==> config.mk <==
export PLATFORM = sky130hd
export DESIGN_NAME = pwm_capture
export DESIGN_NICKNAME = d
export VERILOG_FILES = /design/src/rtl/pwm_capture.sv
export SDC_FILE = /design/constraint.sdc
export NUM_CORES = 1
export LEC_CHECK = 0
export ABC_AREA = 1
export CAP_MARGIN = 20
export CELL_PAD_IN_SITES_DETAIL_PLACEMENT = 1
export CELL_PAD_IN_SITES_GLOBAL_PLACEMENT = 1
export CORE_MARGIN = 1.5
export CORE_UTILIZATION = 46
export CTS_BUF_LIST = sky130_fd_sc_hd__clkbuf_16
export DETAILED_ROUTE_END_ITERATION = 10
export PLACE_DENSITY_LB_ADDON = 0.1
export RECOVER_POWER = 50
export SYNTH_ARGS = -nofsm -noshare
export SYNTH_HDL_FRONTEND = slang
export SYNTH_SLANG_ARGS = --single-unit
==> constraint.sdc <==
create_clock -name clk -period 6.65 [get_ports clk]
set_input_delay 1.33 -clock clk [delete_from_list [all_inputs] [get_ports clk]]
set_output_delay 1.33 -clock clk [all_outputs]
set_load 0.02 [all_outputs]
==> src/rtl/pwm_capture.sv <==
// pwm_capture: measures an asynchronous PWM input and reports its high time and
// period in clk cycles, with a stuck-input timeout. Lives in the clk domain;
// pwm_in is brought in through a two-flop synchroniser.
module pwm_capture #(
    parameter int CNT_W   = 20,
    parameter int TIMEOUT = 100000
) (
    input  logic             clk,
    input  logic             reset,
    input  logic             pwm_in,
    output logic [CNT_W-1:0] high_count,
    output logic [CNT_W-1:0] period_count,
    output logic             valid,
    output logic             timeout,
    output logic             stuck_level
);

    typedef enum logic [1:0] {
        SYNC = 2'd0,
        HIGH = 2'd1,
        LOW  = 2'd2
    } state_t;

    localparam logic [CNT_W-1:0] CNT_ONE  = {{(CNT_W-1){1'b0}}, 1'b1};
    localparam logic [CNT_W-1:0] CNT_MAX  = CNT_W'(TIMEOUT);
    localparam logic [CNT_W-1:0] CNT_ZERO = {CNT_W{1'b0}};

    // synchroniser and edge-detect history
    logic s1_r;
    logic s2_r;
    logic prev_r;

    // measurement state
    state_t           state_r;
    state_t           state_n;
    logic [CNT_W-1:0] cnt_r;
    logic [CNT_W-1:0] cnt_n;
    logic [CNT_W-1:0] high_latch_r;
    logic [CNT_W-1:0] high_latch_n;

    // next values of the registered outputs
    logic [CNT_W-1:0] high_count_n;
    logic [CNT_W-1:0] period_count_n;
    logic             valid_n;
    logic             timeout_n;
    logic             stuck_level_n;

    logic rise_s;
    logic fall_s;
    logic adv_edge_s;
    logic timeout_hit_s;

    assign rise_s = s2_r & ~prev_r;
    assign fall_s = ~s2_r & prev_r;

    // The edge that moves the FSM forward: fall while high, rise otherwise.
    assign adv_edge_s = (state_r == HIGH) ? fall_s : rise_s;

    // An advancing edge on the saturation cycle wins over the timeout.
    assign timeout_hit_s = (cnt_r == CNT_MAX) && !adv_edge_s;

    // Synchronise pwm_in and keep one extra stage for edge detection.
    always_ff @(posedge clk or posedge reset) begin
        if (reset) begin
            s1_r   <= 1'b0;
            s2_r   <= 1'b0;
            prev_r <= 1'b0;
        end else begin
            s1_r   <= pwm_in;
            s2_r   <= s1_r;
            prev_r <= s2_r;
        end
    end

    // Cycle counter: restarts at 1 on every rise, saturates at TIMEOUT.
    always_comb begin
        cnt_n = cnt_r;
        if (rise_s) begin
            cnt_n = CNT_ONE;
        end else if (cnt_r == CNT_MAX) begin
            cnt_n = cnt_r;
        end else begin
            cnt_n = cnt_r + CNT_ONE;
        end
    end

    // Next-state and next-output logic for the measurement FSM.
    always_comb begin
        state_n        = state_r;
        high_latch_n   = high_latch_r;
        high_count_n   = high_count;
        period_count_n = period_count;
        valid_n        = 1'b0;
        timeout_n      = timeout;
        stuck_level_n  = stuck_level;

        if (timeout_hit_s) begin
            // Input stuck: drop results, remember the level, resync on next rise.
            state_n        = SYNC;
            timeout_n      = 1'b1;
            stuck_level_n  = s2_r;
            high_count_n   = CNT_ZERO;
            period_count_n = CNT_ZERO;
        end else begin
            case (state_r)
                SYNC: begin
                    // First rise only starts a period; nothing is reported.
                    if (rise_s) begin
                        state_n = HIGH;
                    end else begin
                        state_n = SYNC;
                    end
                end
                HIGH: begin
                    if (fall_s) begin
                        high_latch_n = cnt_r;
                        state_n      = LOW;
                    end else begin
                        state_n = HIGH;
                    end
                end
                LOW: begin
                    // Closing rise: publish the complete period.
                    if (rise_s) begin
                        high_count_n   = high_latch_r;
                        period_count_n = cnt_r;
                        valid_n        = 1'b1;
                        timeout_n      = 1'b0;
                        state_n        = HIGH;
                    end else begin
                        state_n = LOW;
                    end
                end
                default: begin
                    state_n = SYNC;
                end
            endcase
        end
    end

    // State, counter and registered outputs.
    always_ff @(posedge clk or posedge reset) begin
        if (reset) begin
            state_r      <= SYNC;
            cnt_r        <= CNT_ZERO;
            high_latch_r <= CNT_ZERO;
            high_count   <= CNT_ZERO;
            period_count <= CNT_ZERO;
            valid        <= 1'b0;
            timeout      <= 1'b0;
            stuck_level  <= 1'b0;
        end else begin
            state_r      <= state_n;
            cnt_r        <= cnt_n;
            high_latch_r <= high_latch_n;
            high_count   <= high_count_n;
            period_count <= period_count_n;
            valid        <= valid_n;
            timeout      <= timeout_n;
            stuck_level  <= stuck_level_n;
        end
    end

endmodule

Yosys cells after proc, flatten, opt, wreduce, memory -nomap -nowiden

Index checks and enable logic that the tools add are counted.

Output and inout bits: 43
Word-level logic and storage cells: 48
Bits in registers: 88
Bits of input ports: 3

Equality and inequality tests: 4
Multiplexer cells: 20
Reduce and logical (&&, ||, !) cells: 7
Bitwise operators: 5
$add $sub $neg: 1

Operator list:

| operator                                                                 | number |
|---|---|
| 20-bit 2-to-1 mux                                                        | 8 |
| 20-bit by 1-bit adder with 20-bit output (second input constant)         | 1 |
| 20-bit by 17-bit equality test with 1-bit output (second input constant) | 1 |
| 1-bit 2-to-1 mux                                                         | 8 |
| 2-bit 2-to-1 mux                                                         | 3 |
| 2-bit one-hot mux with 3 select lines                                    | 1 |
| 2-bit nonzero test                                                       | 2 |
| 1-bit NOT                                                                | 3 |
| 3-bit AND reduction                                                      | 1 |
| 1-bit bitwise AND                                                        | 2 |
| 2-bit by 1-bit equality test with 1-bit output (second input constant)   | 1 |
| 2-bit equality test (second input constant)                              | 1 |
| 2-bit logical NOT                                                        | 1 |
| 2-bit != test (second input constant)                                    | 1 |
| 2-bit AND reduction                                                      | 1 |
| 1-bit logical AND                                                        | 1 |
| 1-bit logical NOT                                                        | 1 |

Depth between registers and ports, before layout

Gate-level depths: netlist (run 1).

Depth in word-level cells: 7
Depth in mapped cells: 9
Depth with buffers taken out: 8

Worst setup path after synthesis (run 1)

No wires, ideal clock.

Kind: register -> output
Start point: reg high_count[0]
End point: out high_count[0]
Path slack: 4885 ps
Arrival time: 435 ps
Stages on the path, launching flop included: 1
Cell sequence: dfrtp_1

RTL lines:

| what                     | line | RTL |
|---|---|---|
| start: declaration       | 11   | `output logic [CNT_W-1:0] high_count,` |
| start signal: assignment | 156  | `high_count <= high_count_n;` |

No word-level cell between the ends.

==> run_results.csv, run 1 <==
group,metric,value,unit
run,max_cap_viol_count,1,
critical_path,r2r_start,"cnt_r[0]",
critical_path,crit_path_start_kind,"primary input",
timing,drv_slew,41,
min_path,hold_path_class,"reg -> reg",
critical_path,critPathKind,"in -> async",
yosys,yosys.area.top_type,"dfrtp_1",
yosys,yosysWarningCount,0,
yosys,synth-simple-area-share,34.3,%
min_path,worstHoldStart,"s1_r",
clock_tree,clock_sinks,88,
die,dieArea,0.00942,sq mm
finish,fin_nets,500,
grt,grt_usage,22.8,%
clock_tree,cts_resized,0,
routing,dr.pass1.iters,4,
placement,gp_congestion,0.869,
critical_path,worst-path-max-fanout,41,
critical_path,r2r_end,"high_count[17]",
timing,setup-violations-final,0,
yosys,synth_top_area_share,54.1,%
finish,drive_gt1_share,13.4,%
clock_tree,cts_setup_buffers,0,
finish,fillCellCount,1008,
yosys,yosys-top-cells-count,"nand2_1 (157), dfrtp_1 (88), nand3_2 (40), nor2_1 (37), inv_1 (28)",
status,violations,"max-capacitance violations, max-slew violations",
yosys,syn_avg_cell_area,8.96,sq um
die,die_x,97.1,um
clock_tree,tritoncts,"yes",
clock_tree,cts_hold_buf,0,
timing,rsz0062_at_grt,"no",
yosys,synthesis.area,0.00407,sq mm
yosys,synthCells,454,
routing,wl_per_cell,16.7,um
yosys,ys_ff_latch,88,
routing,ant_nets,0,
routing,viasPerCell,5.23,
status,outcome,"complete, but fails checks",
critical_path,cp-end-kind,"async pin",
timing,slew_headroom,-54.7,%
power,power.total,1.36,mW
timing,worstMarginPinSlew,2320,ps
finish,n_antenna_cell,0,
clock_tree,cts-root-buf,"clkbuf_16",
yosys,synth.distinct_cells,24,
grt,grt_max_degree,89,
finish,synthToLayoutAreaGrowth,19.2,%
yosys,synth_fa_ha_area_share,0.615,%
yosys,synth_top_family_by_area,"simple AND/OR/NAND/NOR gates",
timing,period_needed,3660,ps
critical_path,startpoint,"reset",
yosys,async_flop_share,100,%
routing,vias,3172,
clock_tree,cts_buffer_depth,2,
routing,drc_errors,0,
min_path,worstHoldEndpoint,"s2_r",
critical_path,timing.reg2reg.setup_slack,4110,ps
power,peakVddDrop,0.114,mV
placement,io_buffers,45,
yosys,synthMuxAreaShare,0,%
routing,drt_iter0_markers,118,
grt,antenna_found_initial,0,
timing,fmax,274,MHz
placement,hpwl,6760,um
yosys,synth.net_count,459,
grt,grt.overflow.total,0,
yosys,yosysMostFrequentCell,"nand2_1",
yosys,synth_edf_count,0,
power,p_per_area,279,mW/mm^2
critical_path,critPathRequiredTime,6610,ps
timing,fin_crit_sh,55.0,%
clock_tree,numCtsBuffers,9,
die,initial_core_util,47.1,%
power,p_leak,2.29,nW
timing,finalHoldViolations,0,
die,num_io_pins,46,
min_path,holdPathStages,0,
timing,finalSetupTns,0,ps
timing,clock_skew,9.34,ps
die,rows,34,
clock_tree,clkTransAtPathRegs,60,ps
die,die_height,97.1,um
yosys,synth.area.top_cells,"dfrtp_1 (54%), nand2_1 (14%), nand3_2 (9.8%)",
yosys,ys_seq_area_share,54.1,%
routing,wl,10200,um
grt,grt_pass1_vias,3296,
critical_path,r2r_cells,7,
critical_path,critical_path_arrival,3620,ps
yosys,synth-compound-area-share,4.61,%
clock_tree,ctsHtreeMaxLevel,3,
grt,grt_first_pass_wirelength,16700,um
yosys,synthFlopType,"dfrtp_1",
clock_tree,clock_latency,340,ps
yosys,synthXorXnorAreaFrac,0.431,%
die,core,0.00864,sq mm
==> worst max-delay path, stage by stage <==
cell,delay (ps)
dlygate4sd3_1,550
clkinvlp_2,70
clkbuf_1,1650
==> power by group <==
group,leakage [nW],total [mW],internal [mW],switching [mW]
registers,1.20,0.628,0.583,0.0456
logic,0.932,0.193,0.0770,0.116
clock network,0.157,0.534,0.326,0.208
total,2.29,1.36,0.986,0.370
==> cell type report <==
class,instances,area (sq um),area share [%]
multi-input cells,316,1590,32.8
clock buffers,9,225,4.64
well taps,108,135,2.78
inverters,32,121,2.50
flip-flops and latches,88,2200,45.4
repair buffers,48,489,10.1
clock inverters,6,86.3,1.78
==> cell families (layout without fill, tap and decap cells) <==
logic type,Yosys count,after routing
flip-flops,88,88
XOR/XNOR,2,2
AND/OR/NAND/NOR,275,275
AO/OA/AOI/OAI,37,37
buffers and inverters,50,95
adder cells (fa/ha/maj),2,2
==> flip-flops by register name (all words and copies together), names as in the netlist <==
name and count:
state_r 2, prev_r 1, period_count 20, stuck_level 1, s1_r 1, timeout 1, s2_r 1, cnt_r 20
high_count 20, valid 1, high_latch_r 20
==> placed cells by master, fill, tap and decap left out <==
cell type	Yosys	routed
a21oi_1	9	9
and3_1	1	1
buf_16	0	1
buf_4	0	1
bufinv_16	0	2
clkbuf_1	2	1
clkbuf_16	0	9
clkdlybuf4s50_1	0	43
clkinv_2	0	1
clkinv_4	0	2
clkinvlp_2	0	1
dfrtp_1	88	88
dlygate4sd3_1	0	2
ha_1	2	2
inv_1	28	30
inv_2	4	2
nand2_1	157	159
nand2_2	5	3
nand3_1	13	14
nand3_2	40	39
nand4_1	4	4
nand4_4	1	1
nor2_1	37	43
nor2_2	7	3
nor2_4	3	1
nor3_1	6	6
nor3b_2	1	1
o21a_1	1	1
o21ai_0	26	26
o21ai_1	1	1
xor2_1	2	2
==> metrics by stage <==
step	area [sq um]	worst slack, ps	cells	utilization [%]	hold slack [ps]
after global routing	4850	2540	607	56.2	368
after global placement	4550	3860	591	52.7	342
after floorplan	4070	3040	454	-	331
after CTS	4860	3970	606	56.3	361
after detailed placement	4550	3850	591	52.7	336
final	4850	2990	607	56.2	358
==> worst max-delay path by stage <==
stage | to | slack (ps) | cells past startpoint
after detailed placement | cnt_r[7] | 3850 | 3
final | cnt_r[9] | 2990 | 3
after CTS | period_count[11] | 3970 | 1
after floorplan | cnt_r[0] | 3040 | 1
after global placement | s1_r | 3860 | 3
after global routing | cnt_r[9] | 2540 | 3
==> layer usage <==
layer | vias up | routed length, um | track usage [%]
met5 | - | 0 | 0
met4 | 0 | 185 | 7.47
met3 | 13 | 249 | 4.10
met2 | 60 | 4940 | 37.8
met1 | 1578 | 4790 | 30.4
li1 | 1521 | - | -
Power figures use the tool's default switching activity.
==> run 2, diff against run 1 <==
- CORE_UTILIZATION: 46 -> 38
- clock period: 6.65 -> 3.35 ns (I/O delays scaled with it)
==> run 2 against run 1 <==
Against the previous run:
- global-route usage shrank 3.4 points
- clock power is 86% higher
- the flow still finishes with violations (max-capacitance violations, max-slew violations)
- register-to-register slack got worse by 3300 ps
- die area rose by 20%
==> run_results.csv, run 2 (synthesized netlist as in run 1, its figures left out) <==
group,metric,value,unit
timing,slew_headroom,-16.0,%
timing,period_needed,2490,ps
finish,drive_gt1_share,13.6,%
placement,io_buffers,45,
critical_path,cp-end-kind,"flop",
clock_tree,cts_resized,0,
placement,dp_cells,621,
power,p_per_area,540,mW/mm^2
finish,synthToLayoutAreaGrowth,19.6,%
routing,vias,3105,
critical_path,worstPathCellList,"inv_1, ha_1, nand3_1, nor2_1, nand4_4, buf_4, nand3_1, nand2_1",
placement,placed_area,0.00461,sq mm
die,dieArea,0.0113,sq mm
clock_tree,ctsHtreeMaxLevel,3,
status,violations,"max-capacitance violations, max-slew violations",
routing,viasPerCell,4.87,
clock_tree,cts-root-buf,"clkbuf_16",
die,initial_core_util,39.2,%
timing,setup-violations-final,0,
timing,clock_skew,7.32,ps
die,die_x,106,um
timing,finalHoldViolations,0,
finish,stdcell_count,637,
grt,grt.overflow.total,0,
placement,hpwl,7260,um
power,power.total,2.63,mW
min_path,hold_path_class,"reg -> reg",
timing,finalWorstSetupSlack,855,ps
timing,rsz0062_at_grt,"no",
grt,antenna_found_initial,0,
timing,finalSetupTns,0,ps
routing,ant_nets,0,
critical_path,cpMaxStageDelayCell,"nand4_4",
power,peakVddDrop,0.208,mV
clock_tree,clock_latency,340,ps
finish,fin_util,46.9,%
finish,final_common_cell,"nand2_1",
finish,n_antenna_cell,0,
finish,layout_common_cells,"nand2_1 (160), dfrtp_1 (88), clkdlybuf4s50_1 (43)",
clock_tree,tritoncts,"yes",
timing,fin_crit_sh,74.5,%
clock_tree,cts_buffer_depth,2,
clock_tree,cts_setup_buffers,0,
routing,wl_per_cell,15.9,um
power,p_leak,2.29,nW
finish,fin_nets,501,
routing,dr.pass1.iters,4,
timing,drv_slew,38,
die,core,0.0104,sq mm
timing,whs,352,ps
min_path,holdPathStages,0,
critical_path,cpMostUsedCell,"nand3_1",
timing,fmax,401,MHz
run,max_cap_viol_count,1,
critical_path,critical_path_arrival,2720,ps
grt,grt_first_pass_wirelength,16800,um
placement,pre_cts_slack,1000,ps
critical_path,critPathRequiredTime,3580,ps
critical_path,critPathKind,"reg -> reg",
die,rows,37,
routing,wl,10100,um
status,outcome,"complete, but fails checks",
placement,gp_congestion,0.829,
grt,grt_usage,19.4,%
critical_path,r2r_cells,8,
routing,drc_errors,0,
timing,worstMarginPinSlew,1730,ps
finish,fin_area,0.00487,sq mm
die,die_height,106,um
routing,drt_iter0_markers,143,
critical_path,cpPeakStageDelay,490,ps
grt,grt_max_degree,52,
clock_tree,clkTransAtPathRegs,60,ps
critical_path,crit_path_start_kind,"flop",
critical_path,worst-path-max-fanout,23,
clock_tree,clock_sinks,88,
clock_tree,cts_hold_buf,0,
clock_tree,numCtsBuffers,9,
grt,grt_pass1_vias,3258,
die,num_io_pins,46,
==> run 2: cell types whose count changed in the layout (fill, tap and decap cells not counted), sizes merged <==
cell,previous run,this run
buf,2,4
bufinv,2,1
clkbuf,10,9
clkinv,3,5
==> run 2: final cells by class <==
type	instances	area, sq um
inverters	32	121
clock buffers	9	225
flip-flops and latches	88	2200
repair buffers	49	493
fillers	1229	5500
multi-input cells	316	1590
clock inverters	7	63.8
well taps	136	170
==> run 2: per-layer routing <==
metal	global-route usage, %	share of wire [%]
met3	3.19	3.0
met2	31.2	48
met1	26.9	48
met4	5.81	1.2
met5	0	0
==> run 2: final timing paths <==
check | startpoint | to | slack [ps]
max | cnt_r[0] | high_count[17] | 860
min | s1_r | s2_r | 350
max reg2reg | cnt_r[0] | high_count[17] | 860
min reg2reg | s1_r | s2_r | 350
max in group asynchronous | reset | cnt_r[3] | 1250
min in group asynchronous | reset | period_count[5] | 1210
==> run 2: where the power goes <==
part | leakage, nW | internal (mW) | switching [mW]
logic | 0.936 | 0.152 | 0.230
clock network | 0.146 | 0.572 | 0.422
registers | 1.20 | 1.16 | 0.0967
total | 2.29 | 1.88 | 0.749
==> run 2: worst max-delay path: cells and delay by family, from the launching register on <==
family | cells | cell delay (ps)
adders and majority gates | 1 | 210
buffers and inverters | 2 | 610
DFF | 1 | 470
and+or+nand+nor | 5 | 1070
==> run 3, diff against run 2 <==
- clock period: 3.35 -> 2.1 ns (I/O delays scaled with it)
==> run 3 against run 2 <==
Against the previous run:
- the run now ends clean
- register-to-register slack lost 550 ps
- global-route usage grew 0.54 points
- via count grew 1.4%
- sequential share of layout area shrank 0.44 points
- maximum frequency grew 39%
- clock skew grew 2.2 ps
- die area is the same
- critical path type unchanged
- largest power group unchanged
==> run_results.csv, run 3 (synthesized netlist as in run 1, its figures left out) <==
group,metric,value,unit
timing,fmax,558,MHz
power,p_per_area,837,mW/mm^2
clock_tree,tritoncts,"yes",
die,initial_core_util,39.2,%
timing,finalSetupTns,0,ps
status,outcome,"finished, final reports clean",
timing,period_needed,1790,ps
clock_tree,clkTransAtPathRegs,70,ps
timing,worstMarginPinSlew,796,ps
critical_path,critPathKind,"reg -> reg",
finish,stdcell_count,644,
routing,dr.pass1.iters,4,
grt,grt.overflow.total,0,
critical_path,worst-path-max-fanout,6,
grt,antenna_found_initial,0,
clock_tree,cts_hold_buf,0,
finish,drive_gt1_share,16.5,%
routing,drt_iter0_markers,125,
die,die_height,106,um
timing,clock_skew,9.55,ps
die,dieArea,0.0113,sq mm
critical_path,critPathRequiredTime,2330,ps
grt,grt_pass1_vias,3332,
die,die_x,106,um
grt,grt_usage,19.9,%
critical_path,critical_path_arrival,2020,ps
timing,finalHoldViolations,0,
clock_tree,ctsHtreeMaxLevel,3,
power,power_frac_seq,48.5,%
clock_tree,clock_sinks,88,
routing,wl,10300,um
grt,grt_first_pass_wirelength,17300,um
critical_path,cp-end-kind,"flop",
clock_tree,clock_latency,340,ps
placement,gp_congestion,0.808,
clock_tree,numCtsBuffers,9,
timing,rsz0062_at_grt,"no",
power,clkPwrFrac,36.3,%
timing,fin_crit_sh,85.3,%
timing,drv_slew,0,
routing,vias,3150,
min_path,hold_path_class,"reg -> reg",
routing,drc_errors,0,
power,intPower,2.90,mW
finish,layout_common_cells,"nand2_1 (157), dfrtp_1 (88), clkdlybuf4s50_1 (43)",
timing,setup-violations-final,0,
finish,final_common_cell,"nand2_1",
placement,hpwl,7510,um
routing,ant_nets,0,
power,switching_power,1.22,mW
clock_tree,cts_buffer_depth,2,
die,num_io_pins,46,
power,p_comb_share,15.1,%
routing,wl_per_cell,16.0,um
die,core,0.0104,sq mm
critical_path,crit_path_start_kind,"flop",
power,peakVddDrop,0.399,mV
clock_tree,cts_setup_buffers,0,
finish,n_antenna_cell,0,
grt,grt_max_degree,39,
routing,viasPerCell,4.89,
finish,fin_util,47.4,%
clock_tree,cts_resized,0,
timing,slew_headroom,46.6,%
placement,io_buffers,45,
power,swShare,29.6,%
power,p_leak,2.30,nW
die,rows,37,
placement,dp_cells,628,
run,max_cap_viol_count,0,
clock_tree,cts-root-buf,"clkbuf_16",
finish,fin_nets,508,
finish,synthToLayoutAreaGrowth,20.8,%
-- run 3: power by group through the flow --
stage	logic (mW)	registers, mW	clock network, mW
after detailed placement	0.647	2.03	0
final	0.623	2.00	1.50
after floorplan	0.352	2.06	0
after CTS	0.649	2.00	1.54
after global routing	0.697	2.02	1.61
after global placement	0.630	2.03	0
-- run 3: area by class of cell --
class	instances	area, sq um
clock inverter	7	48.8
sequential	88	2200
timing repair buffer	56	531
fill	1252	5450
inverter	32	121
tap	136	170
clock buffer	9	225
multi-input combinational	316	1620
-- run 3: final timing paths --
| check | slack (ps) | endpoint | start | cells after the start |
|---|---|---|---|---|
| worst min-delay path | 350 | s2_r | s1_r | 0 |
| worst max-delay path | 310 | cnt_r[16] | cnt_r[1] | 8 |
| worst min register to register | 350 | s2_r | s1_r | 0 |
| min in group asynchronous | 640 | high_count[13] | reset | 2 |
| worst max register to register | 310 | cnt_r[16] | cnt_r[1] | 8 |
| max in group asynchronous | 460 | cnt_r[0] | reset | 3 |
-- run 3: metal layers --
layer | share of wire, % | vias up | track usage (%) | routed length, um
met1 | 47 | 1561 | 26.5 | 4870
met2 | 49 | 37 | 33.4 | 5080
met5 | 0 | - | 0 | 0
li1 | - | 1544 | - | -
met4 | 1.1 | 0 | 6.86 | 108
met3 | 2.2 | 8 | 2.58 | 225
-- run 3: through the flow --
| stage | total power, mW | setup slack (ps) | hold WS (ps) | area [sq um] |
|---|---|---|---|---|
| after floorplan | 2.41 | 617 | 331 | 4070 |
| final | 4.12 | 309 | 349 | 4920 |
| after global placement | 2.66 | 413 | 335 | 4680 |
| after CTS | 4.19 | 321 | 351 | 4960 |
| after global routing | 4.33 | 163 | 372 | 4920 |
| after detailed placement | 2.68 | 364 | 336 | 4680 |
-- run 3: worst max-delay path, stage by stage (launching register included) --
cell,delay (ps)
dfrtp_1,470
ha_1,250
nand3_1,190
nor2_1,310
nand2_2,130
nor2_2,130
nand2_1,70
nor2_1,80
nor2_1,50
==> edit 1 (settings of run 3) <==
Put one more register stage on the output `high_count`, cleared by the reset. The value now appears one clock later. The other outputs are not delayed to match.
--- a/src/rtl/pwm_capture.sv
+++ b/src/rtl/pwm_capture.sv
@@ -25,4 +25,6 @@
     localparam logic [CNT_W-1:0] CNT_MAX  = CNT_W'(TIMEOUT);
     localparam logic [CNT_W-1:0] CNT_ZERO = {CNT_W{1'b0}};
+
+    logic [CNT_W-1:0] high_count_s0;
 
     // synchroniser and edge-detect history
@@ -89,5 +91,5 @@
         state_n        = state_r;
         high_latch_n   = high_latch_r;
-        high_count_n   = high_count;
+        high_count_n   = high_count_s0;
         period_count_n = period_count;
         valid_n        = 1'b0;
@@ -145,5 +147,5 @@
             cnt_r        <= CNT_ZERO;
             high_latch_r <= CNT_ZERO;
-            high_count   <= CNT_ZERO;
+            high_count_s0 <= CNT_ZERO;
             period_count <= CNT_ZERO;
             valid        <= 1'b0;
@@ -154,5 +156,5 @@
             cnt_r        <= cnt_n;
             high_latch_r <= high_latch_n;
-            high_count   <= high_count_n;
+            high_count_s0 <= high_count_n;
             period_count <= period_count_n;
             valid        <= valid_n;
@@ -162,4 +164,12 @@
     end
 
+    always_ff @(posedge clk or posedge reset) begin
+        if (reset) begin
+            high_count <= '0;
+        end else begin
+            high_count <= high_count_s0;
+        end
+    end
+
 endmodule
 
Function: changed (Yosys sat finds a counterexample within 10 cycles, from zero or initial values and one cycle with reset high).
==> edit 1 against run 3 <==
Area after synthesis increased by 14%; clock power up 7%; setup slack better by 0.0082 ns; total power is 15% higher; first-iteration DRC count rose by 21%; wire length rose by 7.5%; sequential cell count is 20 higher; combinational power increased by 11%; sequential share of layout area grew 3.9 points; design area up 13%; synthesized cell count increased by 5.3%; highest routed layer unchanged.
==> edit 1: results (changes against run 3) <==
[yosys]
synth_area_leaders=dfrtp_1 58%, nand2_1 12%, nand3_2 8.8%, nor2_1 2.8%, inv_1 2.1%
yosys.cell_types.count=25  ; +4.2%
synth_fa_ha_area_share_pct=0.5388  ; -0.076 points
synth_compound_area_share_pct=4.364  ; -0.25 points
synth_common_cells=153 x nand2_1, 108 x dfrtp_1, 41 x nand3_2
yosysSeqAreaShare_pct=58.19  ; +4.1 points
yosys.area_share.xor_xnor_pct=0.5657  ; +0.14 points

[global_routing]
grt_max_degree=51  ; +31%
grt_pass1_vias=3529  ; +5.9%
grt_pass1_wl_um=18820  ; +8.9%

[final_layout]
fin_util_pct=46.39  ; -1.0 points
fill_cells=1373  ; +9.7%
post_route_cells_drive_above_1_share_pct=18.35  ; +1.8 points
fin_cells=681  ; +5.7%

[power_and_ir_drop]
ir_worst_vdd_mv=0.3256  ; -18%
seq_power_share_pct=51.3  ; +2.8 points
powerClk_w=0.00161  ; +7%
p_sw_w=0.001377  ; +13%

[place]
post-dp-hpwl_um=7892  ; +5.1%
dp_slack_ns=0.3979  ; +0.03410 ns
dp.cells=665  ; +5.9%

[critical_path]
critPathTopFamily=buffers and inverters
r2r-start=cnt_r[0]$_DFFE_PP0P_
critPathMaxFanout=2  ; -4
arrival_ns=1.36  ; -0.66 ns
max_stage_delay_ns=0.62  ; +0.15 ns
crit_start=period_count[8]$_DFFE_PP0P_
rrSetupSlack_ns=0.42  ; +0.11 ns
crit_slowest_cell=clkdlybuf4s50_1
r2r_end=high_count_s0[10]$_DFFE_PP0P_

[timing]
hold_ws_ns=0.3662  ; +0.01760 ns
skew_ns=0.01114  ; +0.001582 ns
fmax_mhz=560.8  ; +0.46%
relSlewSlack_pct=33.12  ; -14 points

[status]
status=finished clean

[drt]
finalWirelength_um=11050  ; +7.5%
vias=3318  ; +5.3%

[clock_network]
clock_latency_ns=0.36  ; +0.02 ns

edit 1: cell types whose count changed after synthesis, moves of 3 or more:
| cell | before | now |
|---|---|---|
| inv_2 | 4 | 8 |
| buf_2 | 11 | 4 |
| dfrtp_1 | 88 | 108 |
| buf_6 | 5 | 8 |
| o21ai_1 | 1 | 9 |
| nand2_1 | 157 | 153 |
| o21ai_0 | 26 | 19 |
| buf_4 | 0 | 4 |
edit 1: per-layer routing:
metal	wire, um	vias to the layer above	share of wire, %	GRT usage [%]
met1	5379	1647	49	26.34
met4	211	0	1.9	9.000
met2	5272	36	48	30.04
met3	188	15	1.7	2.710
met5	0	-	0	0
li1	-	1620	-	-
edit 1: cell type report:
class                      instances  share of cell area, %
timing repair buffer              58                  10.67
clock inverter                     7                 0.9019
multi-input combinational        318                  30.03
sequential                       108                  48.70
clock buffer                       9                  4.059
tap                              147                  3.315
inverter                          34                  2.322
==> edit 2 (config.mk and constraints of run 3) <==
Made on the original files. Set the parameter `TIMEOUT` to 50000 (it was 100000).
--- a/src/rtl/pwm_capture.sv
+++ b/src/rtl/pwm_capture.sv
@@ -4,5 +4,5 @@
 module pwm_capture #(
     parameter int CNT_W   = 20,
-    parameter int TIMEOUT = 100000
+    parameter int TIMEOUT = 50000
 ) (
     input  logic             clk,
Behaviour: no difference found for any inputs over 10 cycles, from zero or initial values and one cycle with reset high; that may be too few to reach the edited logic, so the function may still have changed.
==> edit 2 against run 3 <==
Area after synthesis up 0.58%; wire length up 5.5%; sequential share of layout area down 0.18 points; design area up 0.41%; total power down 0.78%; setup slack worse by 0.042 ns; sequential cell count unchanged.
==> edit 2: results (changes against run 3) <==
[critical_path]
r2r-start=cnt_r[0]$_DFFE_PP0P_
critPathMaxFanout=43  ; +37

[yosys]
yosys.cell_types.count=22  ; -8.3%
synth_area_leaders=dfrtp_1 54%, nand2_1 15%, nand3_2 9.3%, nor2_1 4.4%, o21ai_0 3.5%
synth_common_cells=163 x nand2_1, 88 x dfrtp_1, 48 x nor2_1

[drt]
drtIter0Drc=144  ; +15%
vias=3283  ; +4.2%
finalWirelength_um=10840  ; +5.5%

[place]
place.gp.congestion=0.9021  ; +12%
post-dp-hpwl_um=7951  ; +5.9%
dp_slack_ns=0.2919  ; -0.07198 ns

[final_layout]
fill_cells=1250  ; -0.16%
post_route_cells_drive_above_1_share_pct=14.15  ; -2.4 points
layout.nets=523  ; +3.0%

[global_routing]
met1_usage_pct=28.42  ; +1.9 points
grt_usage_pct=20.95  ; +1.0 points
use_met2_pct=34.29  ; +0.88 points
grt_max_degree=59  ; +51%
grt_pass1_wl_um=18200  ; +5.3%
grtUsageMet3_pct=3.647  ; +1.1 points
grt_pass1_vias=3421  ; +2.7%

[floorplanning]
die_x_um=106.8  ; +0.29%

[power_and_ir_drop]
cellLeakagePower_nw=2.344  ; +2.0%
ir_worst_vdd_mv=0.3609  ; -9.5%

[timing]
hold_ws_ns=0.3588  ; +0.01019 ns
skew_ns=0.007255  ; -0.002300 ns

[status]
status=finished clean

[edit 2: cell types whose count changed after synthesis, sizes merged, moves of 2 or more]
cell / run 3 / this run
nand4: 5 / 3
o21ai: 27 / 29
clkbuf: 2 / 4
nand3: 53 / 63
a21oi: 9 / 6
nand2: 162 / 165
nor2: 47 / 51
[edit 2: routing by layer]
| metal | wire, um | vias up |
|---|---|---|
| li1 | - | 1581 |
| met1 | 5107 | 1639 |
| met2 | 5301 | 53 |
| met3 | 288 | 10 |
| met4 | 139 | 0 |
| met5 | 0 | - |
[edit 2: how the worst max path moves through the flow]
stage / startpoint / cells after the start / endpoint / slack, ns
floorplan: cnt_r[0]$_DFFE_PP0P_ / 8 / state_r[1]$_DFF_PP0_ / 0.58
global placement: cnt_r[0]$_DFFE_PP0P_ / 8 / high_count[16]$_DFFE_PP0P_ / 0.35
detailed placement: cnt_r[0]$_DFFE_PP0P_ / 8 / high_count[15]$_DFFE_PP0P_ / 0.29
CTS: cnt_r[0]$_DFFE_PP0P_ / 8 / period_count[9]$_DFFE_PP0P_ / 0.26
global route: cnt_r[0]$_DFFE_PP0P_ / 8 / state_r[1]$_DFF_PP0_ / 0.14
finish: cnt_r[0]$_DFFE_PP0P_ / 8 / high_count[15]$_DFFE_PP0P_ / 0.27
[edit 2: logic make-up (layout without fill, tap and decap cells)]
kind of cell | after synthesis | count (layout) | synth area share, %
buffers and inverters | 52 | 107 | 6.573
AND/OR/NAND/NOR | 288 | 288 | 34.09
XOR/XNOR | 3 | 3 | 0.6421
adder cells (fa/ha/maj) | 2 | 2 | 0.6113
flip-flops | 88 | 88 | 53.81
AO/OA/AOI/OAI | 35 | 35 | 4.280
[edit 2: metrics by stage]
stage	cell area [um2]	power [W]	utilization [%]	cells
after floorplan	4096	0.002394	-	468
after global placement	4713	0.002664	45.45	643
after detailed placement	4713	0.002686	45.45	643
after CTS	4977	0.004150	48.00	659
after global routing	4936	0.004288	47.60	659
final	4936	0.004083	47.60	659
[edit 2: where the power goes]
part | total (W) | leakage (nW) | switching (W) | internal (W)
Combinational | 0.000657 | 1.01 | 0.000405 | 0.000253
Clock | 0.00145 | 0.134 | 0.000660 | 0.000791
Sequential | 0.00198 | 1.20 | 0.000131 | 0.00184
Total | 0.00408 | 2.34 | 0.00120 | 0.00289
[edit 2: cell type report]
| class | instances | area, um2 | area share (%) |
|---|---|---|---|
| Tap cell | 136 | 170.2 | 3.447 |
| Multi-Input combinational cell | 328 | 1624 | 32.90 |
| Clock inverter | 7 | 38.79 | 0.7858 |
| Clock buffer | 9 | 225.2 | 4.563 |
| Sequential cell | 88 | 2202 | 44.61 |
| Timing Repair Buffer | 59 | 554.3 | 11.23 |
| Inverter | 32 | 121.4 | 2.459 |
